==> src/rtl/twiddle_phase_gen_pkg.sv <==
// Shared constants, FSM state type and shift helper for the SDF FFT twiddle path.
package twiddle_phase_gen_pkg;

    localparam int PHI_W   = 8;
    localparam int QUARTER = 64;

    typedef enum logic {
        IDLE = 1'b0,
        RUN  = 1'b1
    } state_t;

    // Left shift that scales an in-half offset onto the 2^PHI_W-entry circle.
    function automatic int stage_shift(input int n_log2, input int stage);
        return stage + PHI_W - n_log2;
    endfunction

endpackage

==> src/rtl/twiddle_phase_map.sv <==
// Combinational map from in-frame sample index to cos/sin phase indices and bypass flag.
// Latency: none (pure combinational).
// Backpressure: not applicable; caller registers the result.
module twiddle_phase_map
    import twiddle_phase_gen_pkg::*;
#(
    parameter int N_LOG2 = 8,
    parameter int STAGE  = 0
) (
    input  logic [N_LOG2-1:0] k,
    output logic [PHI_W-1:0]  phi_cos,
    output logic [PHI_W-1:0]  phi_sin,
    output logic              tw_bypass
);

    localparam int LW = N_LOG2 - STAGE;
    localparam int SH = stage_shift(N_LOG2, STAGE);

    logic [31:0] off;

    // The top bit of j = k mod L selects the half; the bits below it are j - H.
    always_comb begin
        off       = 32'(k) & ((32'd1 << (LW - 1)) - 32'd1);
        tw_bypass = ~k[LW-1];
        phi_cos   = tw_bypass ? '0 : PHI_W'(off << SH);
        phi_sin   = phi_cos - PHI_W'(QUARTER);
    end

endmodule

==> src/rtl/twiddle_phase_gen.sv <==
// Per-sample twiddle phase generator for a radix-2 SDF DIF FFT stage.
// Latency: 1 cycle from accept to out_valid.
// Backpressure: in_ready = RUN && (!out_valid || out_ready); outputs hold while stalled.
module twiddle_phase_gen #(
    parameter int N_LOG2     = 8,
    parameter int STAGE      = 0,
    parameter int PHI_W      = 8,
    parameter bit SYNC_START = 1'b1
) (
    input  logic              clk,
    input  logic              rst,
    input  logic              sync,
    input  logic              in_valid,
    output logic              in_ready,
    output logic              out_valid,
    input  logic              out_ready,
    output logic [PHI_W-1:0]  phi_cos,
    output logic [PHI_W-1:0]  phi_sin,
    output logic              tw_bypass,
    output logic [N_LOG2-1:0] sample_idx,
    output logic              sof,
    output logic              eof
);

    import twiddle_phase_gen_pkg::*;

    localparam state_t RST_STATE = SYNC_START ? IDLE : RUN;

    state_t            state;
    state_t            state_nxt;
    logic [N_LOG2-1:0] k;
    logic [N_LOG2-1:0] k_src;
    logic              accept;
    logic [PHI_W-1:0]  map_cos;
    logic [PHI_W-1:0]  map_sin;
    logic              map_byp;

    always_ff @(posedge clk or posedge rst) begin
        if (rst) begin
            state <= RST_STATE;
        end else begin
            state <= state_nxt;
        end
    end

    always_comb begin
        state_nxt = state;
        if (state == IDLE && sync) begin
            state_nxt = RUN;
        end
    end

    always_comb begin
        in_ready = (state == RUN) && (!out_valid || out_ready);
    end

    assign accept = in_valid && in_ready;
    // A sync in the accept cycle realigns the sample being taken, not the next one.
    assign k_src  = sync ? '0 : k;

    twiddle_phase_map #(
        .N_LOG2 (N_LOG2),
        .STAGE  (STAGE)
    ) u_map (
        .k         (k_src),
        .phi_cos   (map_cos),
        .phi_sin   (map_sin),
        .tw_bypass (map_byp)
    );

    always_ff @(posedge clk or posedge rst) begin
        if (rst) begin
            k <= '0;
        end else if (accept) begin
            k <= k_src + N_LOG2'(1);
        end else if (sync) begin
            k <= '0;
        end
    end

    always_ff @(posedge clk or posedge rst) begin
        if (rst) begin
            out_valid  <= 1'b0;
            phi_cos    <= '0;
            phi_sin    <= '0;
            tw_bypass  <= 1'b0;
            sample_idx <= '0;
            sof        <= 1'b0;
            eof        <= 1'b0;
        end else if (accept) begin
            out_valid  <= 1'b1;
            phi_cos    <= map_cos;
            phi_sin    <= map_sin;
            tw_bypass  <= map_byp;
            sample_idx <= k_src;
            sof        <= (k_src == '0);
            eof        <= (k_src == '1);
        end else if (out_ready) begin
            out_valid  <= 1'b0;
        end
    end

endmodule

==> config.mk <==
export PLATFORM = sky130hd
export DESIGN_NAME = twiddle_phase_gen
export DESIGN_NICKNAME = d
export VERILOG_FILES = /design/src/rtl/twiddle_phase_gen_pkg.sv /design/src/rtl/twiddle_phase_map.sv /design/src/rtl/twiddle_phase_gen.sv
export SDC_FILE = /design/constraint.sdc
export NUM_CORES = 1
export LEC_CHECK = 0
export ABC_AREA = 1
export BUFFER_PORTS_ARGS = -buffer_cell sky130_fd_sc_hd__buf_2
export CAP_MARGIN = 10
export CORE_UTILIZATION = 58
export CTS_CLUSTER_DIAMETER = 150
export DETAILED_ROUTE_END_ITERATION = 8
export PLACE_DENSITY = 0.92
export SYNTH_ARGS = -nofsm -noshare
export SYNTH_HDL_FRONTEND = slang
export SYNTH_HIERARCHICAL = 1
export SYNTH_SLANG_ARGS = --single-unit
==> constraint.sdc <==
create_clock -name clk -period 2.4 [get_ports clk]
set_input_delay 0.12 -clock clk [delete_from_list [all_inputs] [get_ports clk]]
set_output_delay 0.12 -clock clk [all_outputs]
set_load 0.005 [all_outputs]
==> qor.csv, run 1 <==
metric,value,unit
reg2reg start,out_valid,
port bufs,33,
Chip Height,56.1,um
max_slew headroom,0.620,
Critical Path Source,out_valid,
CTS root buffer,clkbuf_4,
final hold slack,51.5,ps
Final nets,243,
total gr overflow,0,
first-pass GRT wire length,5250,um
RR Endpoint,sample_idx[2],
number of library cell types mapped by synthesis,20,
crit-path leading delay family,buffers and inverters,
hold wc startpoint,out_ready,
Worst VDD drop,0.000450,V
CTS max path bufs,2,
Worst path max stage delay,430,ps
post-route ant nets,0,
crit-path cells,"nand2_2, nand3_2, inv_1, o21ai_0, o21a_1",
die area,0.00315,mm2
post-synthesis mux area share,0,
Post-Synthesis Cells,208,
Core Area,0.00276,mm2
Crit. End Element,register,
Starting DRT DRC Count,37,
total CTS buffers,5,
Worst Clk Skew,3.78,ps
clk slew on worst S/H paths,100,ps
num rows,19,
TNS Setup,0,ps
area fraction in compound gates after synthesis,0.0368,
critical path data required time,2630,ps
Post-Synth Adder-Cell Area,0.0147,
total inserted antenna cells,0,
routability cong.,0.867,
vias per cell,4.84,
Sink Count,37,
Critical Path Source Type,register,
Buf/Inv on CP,1,
top post-synthesis cells by area,"dfrtp_1 54%, nand2_1 20%, inv_1 5.3%",
# fillers,247,
Final Util,0.681,
CTS tree,yes,
Slew Limit Fails,0,
Reg2Reg Depth,5,
"commonest non-fill, non-tap cells in the layout","91 x nand2_1, 37 x dfrtp_1, 33 x buf_2",
Initial Utilization,0.617,
DRC Markers,0,
number of global-route vias before repair,1202,
Final Hold Fails,0,
unrepaired setup endpoints after global routing,false,
"commonest non-fill, non-tap cell in the layout",nand2_1,
post_cts resized,0,
slew at the pin with the worst max-slew slack,570,ps
layout cells sized above 1,0.211,
largest net degree at the start of global routing,39,
status,"finished, final reports clean",
WL/cell,10.6,um
Yosys top cell area share,0.545,
syn nets,215,
final worst path period need,1470,ps
crit path DAT,1700,ps
Syn Area/Cell,8.17,um2
simple-gate share of the synthesized area,0.269,
hold depth,4,
post-DP HPWL,1950,um
Clock Latency Late Sink,330,ps
power per cell area,573,mW/mm2
Max Cap Viol,0,
Yosys reg bits,37,
Post-Synth XOR/XNOR Area,0.0155,
"area leader, netlist",dfrtp_1,
final wirelength,2850,um
Hold WC Path Type,in -> reg,
Pre-antenna DRT Iters,4,
Final Setup Violations,0,
Area Growth Syn to Fin,10.4,%
largest family of logic cells by synthesized area,simple AND/OR/NAND/NOR gates,
register area share after synthesis,0.545,
via count,1297,
CP max FO,22,
initial antenna violation count,0,
Fmax achieved,681,MHz
Ports,34,
GRT Overall Usage,0.221,
hold endpoint,out_valid,
Post-Syn Area,0.00170,mm2
critical path class,reg -> reg,
YS warnings,6,
period utilisation layout,0.612,
R2R setup slack,930,ps
H-tree Lvls,2,
Leakage,1.18,nW
die width,56.1,um
critical path's slowest cell,inv_1,
[per-layer routing]
layer / routed length (um) / GRT usage
met5: 0 / 0
met4: 63 / 0.115
met3: 132 / 0.0512
met2: 1210 / 0.333
met1: 1450 / 0.300
[tightest hold or removal path: cells and delay by family]
family        cells  cell delay (ps)
simple gates      2              120
buf+inv           2              120
[flip-flops by register name, summed over array words and instances, names as in the netlist]
name,cells
sof,1
state,1
out_valid,1
eof,1
phi_cos,8
phi_sin,8
sample_idx,8
tw_bypass,1
k,8
[synth_stat cells]
cell type,n
nand3_2,1
nor2_4,1
dfrtp_1,37
nor2_1,6
buf_2,6
buf_6,1
buf_4,8
inv_1,24
nand3_1,6
a21oi_1,1
xor2_1,3
nor3_1,1
nor2_2,3
nand2_1,91
nand2_2,3
conb_1,1
ha_1,2
o21ai_0,10
inv_2,2
o21a_1,1
[where the power goes]
group / internal [mW] / switching, mW
registers: 0.649 / 0.0134
logic: 0.0402 / 0.0715
clock network: 0.117 / 0.185
[layout make-up]
| type | instances | area [um2] | area share |
|---|---|---|---|
| clock buffer | 8 | 48.8 | 0.0260 |
| inverter | 26 | 97.6 | 0.0520 |
| multi-input combinational | 130 | 576 | 0.307 |
| sequential | 37 | 926 | 0.493 |
| tap | 31 | 38.8 | 0.0207 |
| timing repair buffer | 36 | 190 | 0.101 |
[metrics by stage]
step / instance area (um2) / worst slack, ps / total power, mW / instances
3_3_place_gp: 1820 / 1030 / 0.784 / 259
3_5_place_dp: 1820 / 912 / 0.787 / 259
6_report: 1880 / 932 / 1.08 / 268
5_1_grt: 1880 / 748 / 1.14 / 268
4_1_cts: 1880 / 916 / 1.09 / 268
2_1_floorplan: 1700 / 1250 / 0.750 / 208
[cell families after synthesis]
family | count (synthesis)
flip-flops | 37
XOR/XNOR | 3
adder cells (fa/ha/maj) | 2
AO/OA/AOI/OAI | 12
buffers and inverters | 41
AND/OR/NAND/NOR | 112
other | 1
[worst max-delay path by stage]
stage / end / slack, ps / cells after the start
global placement: sample_idx[2] / 1030 / 5
floorplan: k[6] / 1250 / 8
finish: sample_idx[2] / 930 / 5
global route: k[2] / 750 / 5
CTS: k[2] / 920 / 5
detailed placement: k[2] / 910 / 5
[repair_timing]
item / 4_1_cts / 5_1_grt
hold buffers: 1 / 0
endpoints found under the hold margin: 37 / 0
buffers inserted: 0 / 0
(Power assumes the default switching activity.)
==> inputs of run 2 (changes only) <==
--- a/config.mk
+++ b/config.mk
@@ -8,10 +8,10 @@
 export ABC_AREA = 1
 export BUFFER_PORTS_ARGS = -buffer_cell sky130_fd_sc_hd__buf_2
 export CAP_MARGIN = 10
-export CORE_UTILIZATION = 58
+export CORE_UTILIZATION = 49
 export CTS_CLUSTER_DIAMETER = 150
 export DETAILED_ROUTE_END_ITERATION = 8
-export PLACE_DENSITY = 0.92
+export PLACE_DENSITY = 0.84
 export SYNTH_ARGS = -nofsm -noshare
 export SYNTH_HDL_FRONTEND = slang
 export SYNTH_HIERARCHICAL = 1
==> constraint.sdc (replaced) <==
create_clock -name clk -period 1.2 [get_ports clk]
set_input_delay 0.06 -clock clk [delete_from_list [all_inputs] [get_ports clk]]
set_output_delay 0.06 -clock clk [all_outputs]
set_load 0.005 [all_outputs]
==> run 2 against run 1 <==
Register-to-register slack got worse by 900 ps. Fmax rose by 26%. Final cell count rose by 10%. Sequential share of layout area fell by 4.9 points. Worst hold slack got worse by 43 ps. Utilization fell by 5.6 points. Largest power group unchanged. Critical endpoint is now sof. Non-clock buffer count rose by 13. Combinational power rose to 2.6 times the previous value. Critical path type unchanged. Sequential power rose by 100%. First-iteration DRC count rose by 32%. Count of clock-buffer cells in the layout fell by 1.
==> qor.csv, run 2 (same netlist as run 1, synthesis figures left out) <==
metric,value,unit
total gr overflow,0,
R2R setup slack,40,ps
Critical Path Source Type,register,
"commonest non-fill, non-tap cells in the layout","89 x nand2_1, 37 x dfrtp_1, 33 x buf_2",
TNS Setup,0,ps
num rows,21,
crit path DAT,1460,ps
unrepaired setup endpoints after global routing,true,
total CTS buffers,5,
final worst path period need,1160,ps
Reg2Reg Depth,7,
Initial Utilization,0.510,
Slew Limit Fails,0,
power per cell area,1210,mW/mm2
Final Hold Fails,0,
Crit. End Element,register,
"commonest non-fill, non-tap cell in the layout",nand2_1,
internal power,1.92,mW
pre-CTS WS,-46.1,ps
Ports,34,
Leakage,1.26,nW
CTS max path bufs,2,
reg2reg start,k[1],
via count,1376,
final wirelength,3440,um
die area,0.00371,mm2
hold endpoint,out_valid,
number of global-route vias before repair,1255,
Max Cap Viol,0,
Net Sw Frac,0.239,
initial antenna violation count,0,
Clock Power Share,0.357,
Starting DRT DRC Count,49,
GRT Overall Usage,0.200,
vias per cell,4.65,
Final Setup Violations,0,
layout cells sized above 1,0.300,
Worst Clk Skew,14.1,ps
WL/cell,11.6,um
Chip Height,60.9,um
post-route ant nets,0,
Final nets,256,
H-tree Lvls,2,
total inserted antenna cells,0,
first-pass GRT wire length,5330,um
critical path class,reg -> reg,
# fillers,273,
Final Util,0.625,
Pre-antenna DRT Iters,4,
Hold WC Path Type,in -> reg,
Flop pwr share,0.527,
CTS root buffer,clkbuf_4,
clk slew on worst S/H paths,110,ps
hold depth,4,
Area Growth Syn to Fin,22.6,%
Fmax achieved,859,MHz
Combinational Power Share,0.116,
routability cong.,0.800,
critical path data required time,1500,ps
CP max FO,3,
port bufs,33,
die width,60.9,um
status,"finished, final reports clean",
P_sw,0.604,mW
Core Area,0.00334,mm2
PnR worst setup slack,36.1,ps
final hold slack,8.54,ps
Worst VDD drop,0.000614,V
Clock Latency Late Sink,350,ps
period utilisation layout,0.970,
Sink Count,37,
post-DP HPWL,2310,um
RR Endpoint,sof,
largest net degree at the start of global routing,38,
CTS tree,yes,
hold wc startpoint,out_ready,
DRC Markers,0,
Critical Path Source,k[1],
[run 2: changes by cell type in the layout (fill, tap and decap cells not counted), moves of 3 or more]
cell	change
buf_4	+11
inv_1	-3
inv_2	+3
o21ai_0	-3
o21ai_1	+3
[run 2: area by class of cell]
cell class                 count  area (um2)  share of cell area
clock inverter                 1        30.0              0.0144
timing repair buffer          49         295               0.142
inverter                      26        97.6              0.0468
sequential                    37         926               0.444
tap                           46        57.6              0.0276
multi-input combinational    130         623               0.299
clock buffer                   7        55.1              0.0264
[run 2: worst max-delay path by stage]
| stage | to |
|---|---|
| 6_report | sof |
| 5_1_grt | sof |
| 4_1_cts | k[6] |
| 3_5_place_dp | k[6] |
| 3_3_place_gp | phi_sin[7] |
| 2_1_floorplan | k[6] |
[run 2: through the flow]
stage	total power [mW]	cells	area (um2)
4_1_cts	2.52	294	2040
3_5_place_dp	1.60	283	1900
3_3_place_gp	1.60	283	1900
5_1_grt	2.63	296	2080
6_report	2.52	296	2080
2_1_floorplan	1.50	208	1700
[run 2: routing by layer]
metal,vias to the layer above,track usage,part of all wire
li1,690,-,-
met1,640,0.241,0.45
met2,40,0.334,0.48
met3,6,0.0384,0.045
met4,0,0.117,0.020
met5,-,0,0
[run 2: critical path, stage by stage, from the launching register on]
cell	delay, ps
dfrtp_1	410
nand2_2	90
buf_4	120
ha_1	140
nand2_1	70
nor3_2	140
nand3_1	90
nand2_1	70
[run 2: repair_timing]
item / in CTS / in global routing
setup buffers: 2 / 2
pin swaps: 4 / 4
hold buffers: 1 / 0
endpoints found under the hold margin: 37 / 0
endpoints found under the setup margin: 25 / 31
gates resized for setup: 9 / 9
[run 2: power by group through the flow]
stage | registers (mW) | clock network (mW) | logic (mW)
6_report | 1.33 | 0.900 | 0.293
5_1_grt | 1.34 | 0.964 | 0.333
4_1_cts | 1.33 | 0.914 | 0.277
3_5_place_dp | 1.35 | 0 | 0.253
3_3_place_gp | 1.35 | 0 | 0.249
2_1_floorplan | 1.35 | 0 | 0.147
==> inputs of run 3 (changes only) <==
--- a/config.mk
+++ b/config.mk
@@ -5,7 +5,6 @@
 export SDC_FILE = /design/constraint.sdc
 export NUM_CORES = 1
 export LEC_CHECK = 0
-export ABC_AREA = 1
 export BUFFER_PORTS_ARGS = -buffer_cell sky130_fd_sc_hd__buf_2
 export CAP_MARGIN = 10
 export CORE_UTILIZATION = 49
==> run 3 against run 2 <==
The run now ends with negative setup slack left. First-iteration DRC count up 49%. Global-route usage grew 0.091 points. Area after synthesis decreased by 0.81%. Largest power group unchanged.
==> qor.csv, run 3 <==
metric,value,unit
YS warnings,6,
Flop pwr share,0.487,
clk slew on worst S/H paths,110,ps
Final Setup Violations,2,
Yosys reg bits,37,
Ports,34,
Starting DRT DRC Count,73,
Crit. path cell count,3,
Crit. End Element,primary output,
critical path's slowest cell,dfrtp_1,
reg2reg start,k[5],
number of global-route vias before repair,1143,
CTS root buffer,clkbuf_4,
via count,1309,
period utilisation layout,1.00,
Hold WC Path Type,in -> reg,
number of library cell types mapped by synthesis,27,
first-pass GRT wire length,5270,um
"commonest non-fill, non-tap cells in the layout","74 x nand2_1, 37 x dfrtp_1, 32 x buf_2",
Leakage,1.20,nW
Main synth FF type,dfrtp_1,
port bufs,33,
"EDFF count, synth",0,
layout cells sized above 1,0.350,
WL/cell,13.1,um
DRC Markers,0,
CTS tree,yes,
R2R setup slack,0,ps
failing checks,negative setup slack,
Final Hold Fails,0,
Reg2Reg Depth,4,
RR Endpoint,sof,
Net Sw Frac,0.232,
PnR worst setup slack,-5.46,ps
CP max FO,5,
die width,60.7,um
Pre-antenna DRT Iters,4,
worst setup path end,in_ready,
total inserted antenna cells,0,
Slew Limit Fails,0,
register area share after synthesis,0.549,
Chip Height,60.7,um
H-tree Lvls,2,
critical path class,reg -> out,
Post-Syn Area,0.00169,mm2
post-DP HPWL,2250,um
critical path data required time,1140,ps
Worst path max stage delay,420,ps
Combinational Power Share,0.119,
Yosys top cell area share,0.549,
power per cell area,1270,mW/mm2
total CTS buffers,5,
vias per cell,4.85,
Final Util,0.680,
Worst Clk Skew,6.89,ps
"area leader, netlist",dfrtp_1,
Critical Path Source,out_valid,
status,"finished, violations left",
Sink Count,37,
Core Area,0.00315,mm2
syn nets,189,
post-route ant nets,0,
largest net degree at the start of global routing,38,
Syn Area/Cell,9.27,um2
unrepaired setup endpoints after global routing,true,
Buf/Inv on CP,1,
Final nets,232,
Worst VDD drop,0.000849,V
CTS max path bufs,2,
Max Cap Viol,0,
Fmax achieved,830,MHz
routability cong.,0.814,
Critical Path Source Type,register,
Clock Latency Late Sink,350,ps
Synth async-reset ratio,1.00,
Area Growth Syn to Fin,27.1,%
top post-synthesis cells by area,"dfrtp_1 55%, nand2_1 17%, buf_4 3.6%",
initial antenna violation count,0,
list of most frequent post-synthesis cells,"77 x nand2_1, 37 x dfrtp_1, 8 x and2_1, 8 x buf_4, 6 x xnor2_1",
crit path DAT,1150,ps
Post-Synthesis Cells,182,
P_sw,0.631,mW
total gr overflow,0,
Initial Utilization,0.535,
internal power,2.09,mW
crit-path cells,"nand2b_4, and2_1, buf_2",
"commonest non-fill, non-tap cell in the layout",nand2_1,
num rows,20,
die area,0.00368,mm2
GRT Overall Usage,0.201,
top-count cell post-synth,nand2_1,
Clock Power Share,0.394,
final wirelength,3540,um
crit-path leading delay family,flip-flops,
TNS Setup,-6.33,ps
final worst path period need,1210,ps
run 3: cell count changes after synthesis, moves of 4 or more:
cell     change
inv_1       -20
nand2_1     -14
and2_1       +8
o21ai_0      -6
xnor2_1      +6
nor2_1       -4
run 3: worst min-delay path by stage:
stage	from	to	slack, ps	cells past startpoint
2_1_floorplan	rst	eof	240	1
3_3_place_gp	rst	phi_sin[7]	180	3
3_5_place_dp	rst	phi_cos[0]	190	3
4_1_cts	sync	sample_idx[2]	90	4
5_1_grt	sync	k[4]	170	4
6_report	sync	k[4]	160	4
run 3: power groups by stage:
stage               Combinational [mW]  Sequential, mW  Clock [mW]
global placement                 0.266            1.35           0
CTS                              0.289            1.32        1.08
finish                           0.325            1.33        1.07
global route                     0.360            1.33        1.13
floorplan                        0.151            1.35           0
detailed placement               0.271            1.35           0
run 3: per-layer routing:
metal	global-route usage	share of wire	up-vias
li1	-	-	645
met1	0.278	0.45	615
met2	0.306	0.48	40
met3	0.0597	0.047	9
met4	0.0649	0.019	0
met5	0	0	-
run 3: through the flow:
step / total power, mW / hold WS (ps) / instances / setup slack (ps) / cell area [um2]
floorplan: 1.50 / 240 / 182 / -13.6 / 1690
CTS: 2.69 / 86.3 / 267 / 7.72 / 2050
global route: 2.82 / 171 / 270 / -56.4 / 2140
finish: 2.72 / 164 / 270 / -5.46 / 2140
global placement: 1.61 / 184 / 257 / -13.1 / 1910
detailed placement: 1.62 / 187 / 257 / -76.5 / 1910
run 3: area by class of cell:
cell class | count | area, um2
Sequential cell | 37 | 926
Timing Repair Buffer | 52 | 343
Clock buffer | 5 | 37.5
Fill cell | 263 | 1010
Tap cell | 44 | 55.1
Multi-Input combinational cell | 125 | 702
Inverter | 4 | 15.0
Clock inverter | 3 | 65.1
run 3: worst min-delay path, stage by stage:
cell	delay, ps
buf_2	150
nor2b_4	70
nand4_1	110
xnor2_1	90
run 3: what timing repair did:
item | 4_1_cts | 5_1_grt
gates resized for setup | 6 | 18
pin swaps | 0 | 6
setup endpoints to repair | 33 | 26
hold buffers | 2 | 0
setup buffers | 0 | 3
endpoints found under the hold margin | 38 | 0
gates cloned | 0 | 1
run 3: cell families after synthesis:
logic type	synth area share
adders and majority gates	0.0148
DFF	0.549
xor gates and xnor gates	0.0364
buffers and inverters	0.0809
other	0.00222
AOI/OAI and AO/OA	0.0171
and+or+nand+nor	0.300
